<file path="config.mk">
export PLATFORM = sky130hd
export DESIGN_NAME = nihilist_stream_cipher
export DESIGN_NICKNAME = d
export VERILOG_FILES = /design/src/rtl/nihilist_pkg.sv /design/src/rtl/polybius_lookup.sv /design/src/rtl/nihilist_stream_cipher.sv
export SDC_FILE = /design/constraint.sdc
export NUM_CORES = 1
export LEC_CHECK = 0
export CAP_MARGIN = 20
export CORE_UTILIZATION = 50
export CTS_CLUSTER_SIZE = 24
export DETAILED_ROUTE_END_ITERATION = 6
export PLACE_DENSITY = 0.63
export SYNTH_ARGS = -nofsm -noshare
export SYNTH_HDL_FRONTEND = slang
export SYNTH_HIERARCHICAL = 1
export SYNTH_SLANG_ARGS = --single-unit
</file>
<file path="constraint.sdc">
create_clock -name clk -period 19.4 [get_ports clk]
set_clock_uncertainty 0.2 [all_clocks]
set_input_delay 1.94 -clock clk [delete_from_list [all_inputs] [get_ports clk]]
set_output_delay 1.94 -clock clk [all_outputs]
set_load 0.02 [all_outputs]
</file>
<file path="src/rtl/nihilist_pkg.sv">
// Shared types, constants and Polybius helpers for the Nihilist stream cipher.
package nihilist_pkg;

  typedef logic [1:0] state_t;
  localparam state_t S_NOKEY = 2'd0;
  localparam state_t S_IDLE  = 2'd1;
  localparam state_t S_MSG   = 2'd2;

  // Index 0 is row 1 col 1; the literal is written last-cell-first so 'M' lands at index 0
  typedef logic [24:0][7:0] square_t;
  localparam square_t DEFAULT_SQUARE = "ZYXWVUTSRQPONLKGFEDCBAHIM";

  typedef logic [7:0] cell_num_t;

  localparam logic [7:0] ERR_ENC_BYTE = 8'h00;
  localparam logic [7:0] ERR_DEC_BYTE = 8'h3F;

  typedef struct packed {
    logic       hit;
    logic [2:0] row;
    logic [2:0] col;
  } cell_t;

  // Lowest matching index wins if a rewritten square holds a duplicate char
  function automatic cell_t find_cell(input square_t sq, input logic [7:0] ch);
    cell_t res;
    res = '0;
    for (int i = 24; i >= 0; i--) begin
      if (sq[i] == ch) begin
        res.hit = 1'b1;
        res.row = 3'(i / 5 + 1);
        res.col = 3'(i % 5 + 1);
      end
    end
    return res;
  endfunction

  function automatic logic in_square(input square_t sq, input logic [7:0] ch);
    logic res;
    res = 1'b0;
    for (int i = 0; i < 25; i++) begin
      if (sq[i] == ch) res = 1'b1;
    end
    return res;
  endfunction

  function automatic cell_num_t cell_num(input logic [2:0] row, input logic [2:0] col);
    return cell_num_t'(row) * 8'd10 + cell_num_t'(col);
  endfunction

endpackage

</file>
<file path="src/rtl/polybius_lookup.sv">
// Combinational Polybius square lookups: char -> (hit, row, col) and (row, col) -> char.
module polybius_lookup
  import nihilist_pkg::*;
(
  input  square_t    square,
  input  logic [7:0] find_char,
  output logic       hit,
  output logic [2:0] row,
  output logic [2:0] col,
  input  logic [2:0] cell_row,
  input  logic [2:0] cell_col,
  output logic [7:0] cell_char
);

  cell_t      found;
  logic [5:0] cell_idx;

  always_comb begin
    found = find_cell(square, find_char);
    hit   = found.hit;
    row   = found.row;
    col   = found.col;
  end

  // Coordinates outside the square yield '?' instead of indexing past the array
  always_comb begin
    cell_idx  = 6'(cell_row) * 6'd5 + 6'(cell_col) - 6'd6;
    cell_char = ERR_DEC_BYTE;
    if (cell_idx <= 6'd24) cell_char = square[cell_idx[4:0]];
  end

endmodule

</file>
<file path="src/rtl/nihilist_stream_cipher.sv">
// Streaming runtime-keyed Nihilist encrypt/decrypt engine with a two-stage pipeline.
// Define NIHILIST_SQUARE_WR_EN to make the Polybius square rewritable at runtime.
module nihilist_stream_cipher
  import nihilist_pkg::*;
#(
  parameter  int KEY_MAX_LEN = 16,
  localparam int KIDX_W      = $clog2(KEY_MAX_LEN) + 1
) (
  input  logic       clk,
  input  logic       rst,
  input  logic       key_clr,
  input  logic       key_wr_en,
  input  logic [7:0] key_wr_data,
  output logic       key_err,
  input  logic       mode,
  input  logic       s_valid,
  output logic       s_ready,
  input  logic [7:0] s_data,
  input  logic       s_last,
  output logic       m_valid,
  input  logic       m_ready,
  output logic [7:0] m_data,
  output logic       m_last,
  output logic       m_err,
  output logic       busy
`ifdef NIHILIST_SQUARE_WR_EN
  ,
  input  logic       sq_wr_en,
  input  logic [4:0] sq_wr_addr,
  input  logic [7:0] sq_wr_data
`endif
);

  state_t            state;
  logic [7:0]        key_mem [KEY_MAX_LEN];
  logic [KIDX_W-1:0] key_len;
  logic [KIDX_W-1:0] kidx;
  logic              msg_mode;
  square_t           square;
  logic              sq_wr_bad;

  logic beat, start_msg, clr_ok, wr_ok, key_bad, eff_mode;
  logic adv1, adv2, v1, v2;

`ifdef NIHILIST_SQUARE_WR_EN
  logic sq_wr_ok;
  assign sq_wr_ok  = sq_wr_en && !busy && (sq_wr_addr <= 5'd24);
  assign sq_wr_bad = sq_wr_en && !sq_wr_ok;

  always_ff @(posedge clk) begin
    if (rst) square <= DEFAULT_SQUARE;
    else if (sq_wr_ok) square[sq_wr_addr] <= sq_wr_data;
  end
`else
  assign square    = DEFAULT_SQUARE;
  assign sq_wr_bad = 1'b0;
`endif

  assign adv2     = !v2 || m_ready;
  assign adv1     = !v1 || adv2;
  assign s_ready  = (state != S_NOKEY) && adv1;
  assign beat     = s_valid && s_ready;
  assign m_valid  = v2;
  assign busy     = (state == S_MSG) || v1 || v2;
  assign eff_mode = (state == S_IDLE) ? mode : msg_mode;

  // A beat starting a message in S_IDLE outranks a same-cycle key clear
  assign start_msg = beat && (state == S_IDLE);
  assign clr_ok    = key_clr && ((state == S_NOKEY) || ((state == S_IDLE) && !beat));
  assign wr_ok     = key_wr_en && !key_clr && (state != S_MSG) &&
                     in_square(square, key_wr_data) && (key_len != KIDX_W'(KEY_MAX_LEN));
  assign key_bad   = (key_wr_en && !key_clr && !wr_ok) || (key_clr && !clr_ok) || sq_wr_bad;

  always_ff @(posedge clk) begin
    if (wr_ok) key_mem[key_len[KIDX_W-2:0]] <= key_wr_data;
  end

  always_ff @(posedge clk) begin
    if (rst) begin
      state    <= S_NOKEY;
      key_len  <= '0;
      kidx     <= '0;
      msg_mode <= 1'b0;
      key_err  <= 1'b0;
    end else begin
      key_err <= key_bad;
      if (clr_ok) key_len <= '0;
      else if (wr_ok) key_len <= key_len + 1'b1;
      if (start_msg) msg_mode <= mode;
      if (beat) begin
        if (s_last || (KIDX_W'(kidx + 1'b1) == key_len)) kidx <= '0;
        else kidx <= kidx + 1'b1;
      end
      case (state)
        S_NOKEY: if (wr_ok) state <= S_IDLE;
        S_IDLE: begin
          if (start_msg) begin
            if (!s_last) state <= S_MSG;
          end else if (clr_ok) begin
            state <= S_NOKEY;
          end
        end
        S_MSG:   if (beat && s_last) state <= S_IDLE;
        default: state <= S_NOKEY;
      endcase
    end
  end

  logic       d_hit, k_hit;
  logic [2:0] d_row, d_col, k_row, k_col;
  logic [2:0] dec_row, dec_col;
  logic [7:0] dec_char, key_char, key_cell_unused;

  assign key_char = key_mem[kidx[KIDX_W-2:0]];

  polybius_lookup u_data_lookup (
    .square   (square),
    .find_char(s_data),
    .hit      (d_hit),
    .row      (d_row),
    .col      (d_col),
    .cell_row (dec_row),
    .cell_col (dec_col),
    .cell_char(dec_char)
  );

  polybius_lookup u_key_lookup (
    .square   (square),
    .find_char(key_char),
    .hit      (k_hit),
    .row      (k_row),
    .col      (k_col),
    .cell_row (3'd0),
    .cell_col (3'd0),
    .cell_char(key_cell_unused)
  );

  logic       mode1, last1, dhit1, khit1;
  logic [7:0] data1;
  logic [2:0] drow1, dcol1, krow1, kcol1;

  cell_num_t  knum, dnum, enc_sum;
  logic [8:0] diff;
  logic [7:0] tens, units;
  logic       dec_ok, enc_ok;
  logic [7:0] s2_data;
  logic       s2_err;

  // Decrypt recovers the square cell from the decimal digits of the difference
  always_comb begin
    knum    = cell_num(krow1, kcol1);
    dnum    = cell_num(drow1, dcol1);
    enc_sum = dnum + knum;
    enc_ok  = dhit1 && khit1;
    diff    = {1'b0, data1} - {1'b0, knum};
    tens    = diff[7:0] / 8'd10;
    units   = diff[7:0] % 8'd10;
    dec_ok  = khit1 && !diff[8] && (tens >= 8'd1) && (tens <= 8'd5) &&
              (units >= 8'd1) && (units <= 8'd5);
    dec_row = tens[2:0];
    dec_col = units[2:0];
    if (mode1) begin
      s2_data = dec_ok ? dec_char : ERR_DEC_BYTE;
      s2_err  = !dec_ok;
    end else begin
      s2_data = enc_ok ? enc_sum : ERR_ENC_BYTE;
      s2_err  = !enc_ok;
    end
  end

  always_ff @(posedge clk) begin
    if (rst) begin
      v1     <= 1'b0;
      v2     <= 1'b0;
      mode1  <= 1'b0;
      last1  <= 1'b0;
      dhit1  <= 1'b0;
      khit1  <= 1'b0;
      data1  <= '0;
      drow1  <= '0;
      dcol1  <= '0;
      krow1  <= '0;
      kcol1  <= '0;
      m_data <= '0;
      m_last <= 1'b0;
      m_err  <= 1'b0;
    end else begin
      if (adv1) begin
        v1 <= beat;
        if (beat) begin
          mode1 <= eff_mode;
          last1 <= s_last;
          data1 <= s_data;
          dhit1 <= d_hit;
          drow1 <= d_row;
          dcol1 <= d_col;
          khit1 <= k_hit;
          krow1 <= k_row;
          kcol1 <= k_col;
        end
      end
      if (adv2) begin
        v2 <= v1;
        if (v1) begin
          m_data <= s2_data;
          m_last <= last1;
          m_err  <= s2_err;
        end
      end
    end
  end

endmodule
</file>
==> flow_summary.json <==
{
  "ctsHoldBuffers": 0,
  "final_cell_mix": "600 x conb_1, 273 x xnor2_1, 159 x xor2_1",
  "dr.pass1.iters": 4,
  "drt_wl_total_um": 37890,
  "grt_usage": 0.2228,
  "drtIter0Drc": 836,
  "critPathMaxStageDelay_ns": 0.68,
  "hold_viol_final": 0,
  "p_seq_frac": 0.333,
  "die_area_mm2": 0.03477,
  "rows": 67,
  "fmax_mhz": 106.7,
  "clk_latency_ns": 0.44,
  "status": "completed",
  "comb_power_share": 0.376,
  "ios": 38,
  "p_sw_frac": 0.3389,
  "port_buffers": 37,
  "switchingPower_uw": 423.4,
  "cts_buffers": 17,
  "ff2ff_setup_slack_ns": 10.03,
  "startpoint_type": "flip-flop",
  "cts_resized": 0,
  "syn_area_mm2": 0.01701,
  "r2r-end": "m_data[0]",
  "setup_viol": 0,
  "hold_class": "reg -> reg",
  "layout_min_cycle_time_ns": 9.373,
  "numClockSinks": 182,
  "final_common_cell": "conb_1",
  "dieWidth_um": 186.5,
  "synthToLayoutAreaGrowth_pct": 17.95,
  "ant_nets": 0,
  "worst-path-max-fanout": 49,
  "rsz0062_at_grt": "no",
  "wl_per_cell_um": 14.24,
  "crit_path_end": "m_data[0]",
  "place_area_mm2": 0.01942,
  "cap_violations": 0,
  "ff2ff_path_depth": 31,
  "floorplan.initialDensity": 0.5074,
  "clock_path_buffers": 2,
  "design_area_mm2": 0.02007,
  "dp_hpwl_um": 26950,
  "cts_tree": "done",
  "leakage_nw": 7.884,
  "clockRootBuffer": "clkbuf_16",
  "critPathTopFamily": "adder cells",
  "drive_gt1_frac": 0.09638,
  "path_buf_inv": 4,
  "gp_congestion": 0.8664,
  "holdWs_ns": 0.2608,
  "fin_ws_ns": 10.03,
  "critPathKind": "reg -> reg",
  "cp_slowest_cell": "ha_1",
  "vdd_drop_max_v": 0.00006233,
  "post_cts_buffers": 0,
  "crit_arrival_ns": 9.48,
  "fin_setup_tns_ns": 0,
  "grt_overflow": 0,
  "avgSynthCellArea_um2": 10.40,
  "p_int_uw": 826.1,
  "critPathMostFrequentCell": "ha_1",
  "dp_slack_ns": 10.14,
  "startpoint": "krow1[1]",
  "clkTransAtPathRegs_ns": 0.08,
  "vias_per_cell": 4.846,
  "core-area_mm2": 0.03353,
  "cp.required_ns": 19.51,
  "post-route-period-util": 0.4832,
  "tightest_slew_ns": 1.068,
  "end_kind": "flip-flop",
  "power_mw": 1.250,
  "p_per_area_mw_per_mm2": 62.28,
  "drc": 0,
  "clockPowerShare": 0.291,
  "slew_headroom": 0.2864,
  "grt_pass1_wl_um": 63030,
  "rr_startpoint": "krow1[1]",
  "grt_max_degree": 50,
  "nets": 2272,
  "die_h_um": 186.5,
  "yosysWarnings": 6,
  "finish.utilization": 0.5984,
  "placed_cells": 2625,
  "antenna_found_initial": 3,
  "synthCells": 1636,
  "finalMaxSlewViolations": 0,
  "cp.depth": 31,
  "grt_pass1_vias": 12710,
  "htree_levels": 4,
  "vias": 12890,
  "stdcell_count": 2660
}
-- worst min-delay path by stage --
stage | start | slack, ns | cells past startpoint | end
2_1_floorplan | last1 | 0.23 | 2 | m_last
3_3_place_gp | last1 | 0.24 | 2 | m_last
3_5_place_dp | last1 | 0.25 | 2 | last1
4_1_cts | last1 | 0.26 | 2 | last1
5_1_grt | data1[2] | 0.28 | 2 | data1[2]
6_report | last1 | 0.26 | 2 | last1
-- tightest hold or removal path: stages (launching register included) --
cell and delay, ns:
dfxtp_1 0.31, nand2_1 0.05, a21oi_1 0.05
-- flip-flops by register name, summed over array words and instances (netlist names), 2 cells and up, named ones only --
name,count
key_mem,128
kcol1,3
state,2
kidx,5
krow1,3
drow1,3
m_data,8
data1,8
dcol1,3
key_len,5
-- metal layers --
layer	vias up	track usage	routed length, um
li1	6491	-	-
met1	6141	0.2928	17550
met2	225	0.3927	18800
met3	32	0.02708	1149
met4	2	0.04823	371
met5	-	0	13
-- area by class of cell --
| cell class | count | area [um2] |
|---|---|---|
| tap | 448 | 560.5 |
| fill | 2947 | 13470 |
| multi-input combinational | 1910 | 13380 |
| sequential | 182 | 4927 |
| clock inverter | 15 | 211.5 |
| timing repair buffer | 47 | 412.9 |
| clock buffer | 17 | 425.4 |
| antenna | 2 | 5.005 |
| inverter | 39 | 146.4 |
-- power by group through the flow --
stage          clock network, mW  registers (mW)  logic, mW
2_1_floorplan                  0           0.425      0.400
3_3_place_gp                   0           0.425      0.453
3_5_place_dp                   0           0.425      0.462
4_1_cts                    0.368           0.416      0.463
5_1_grt                    0.382           0.416      0.520
6_report                   0.364           0.416      0.470
No activity file was read; power rests on OpenSTA's default activity.
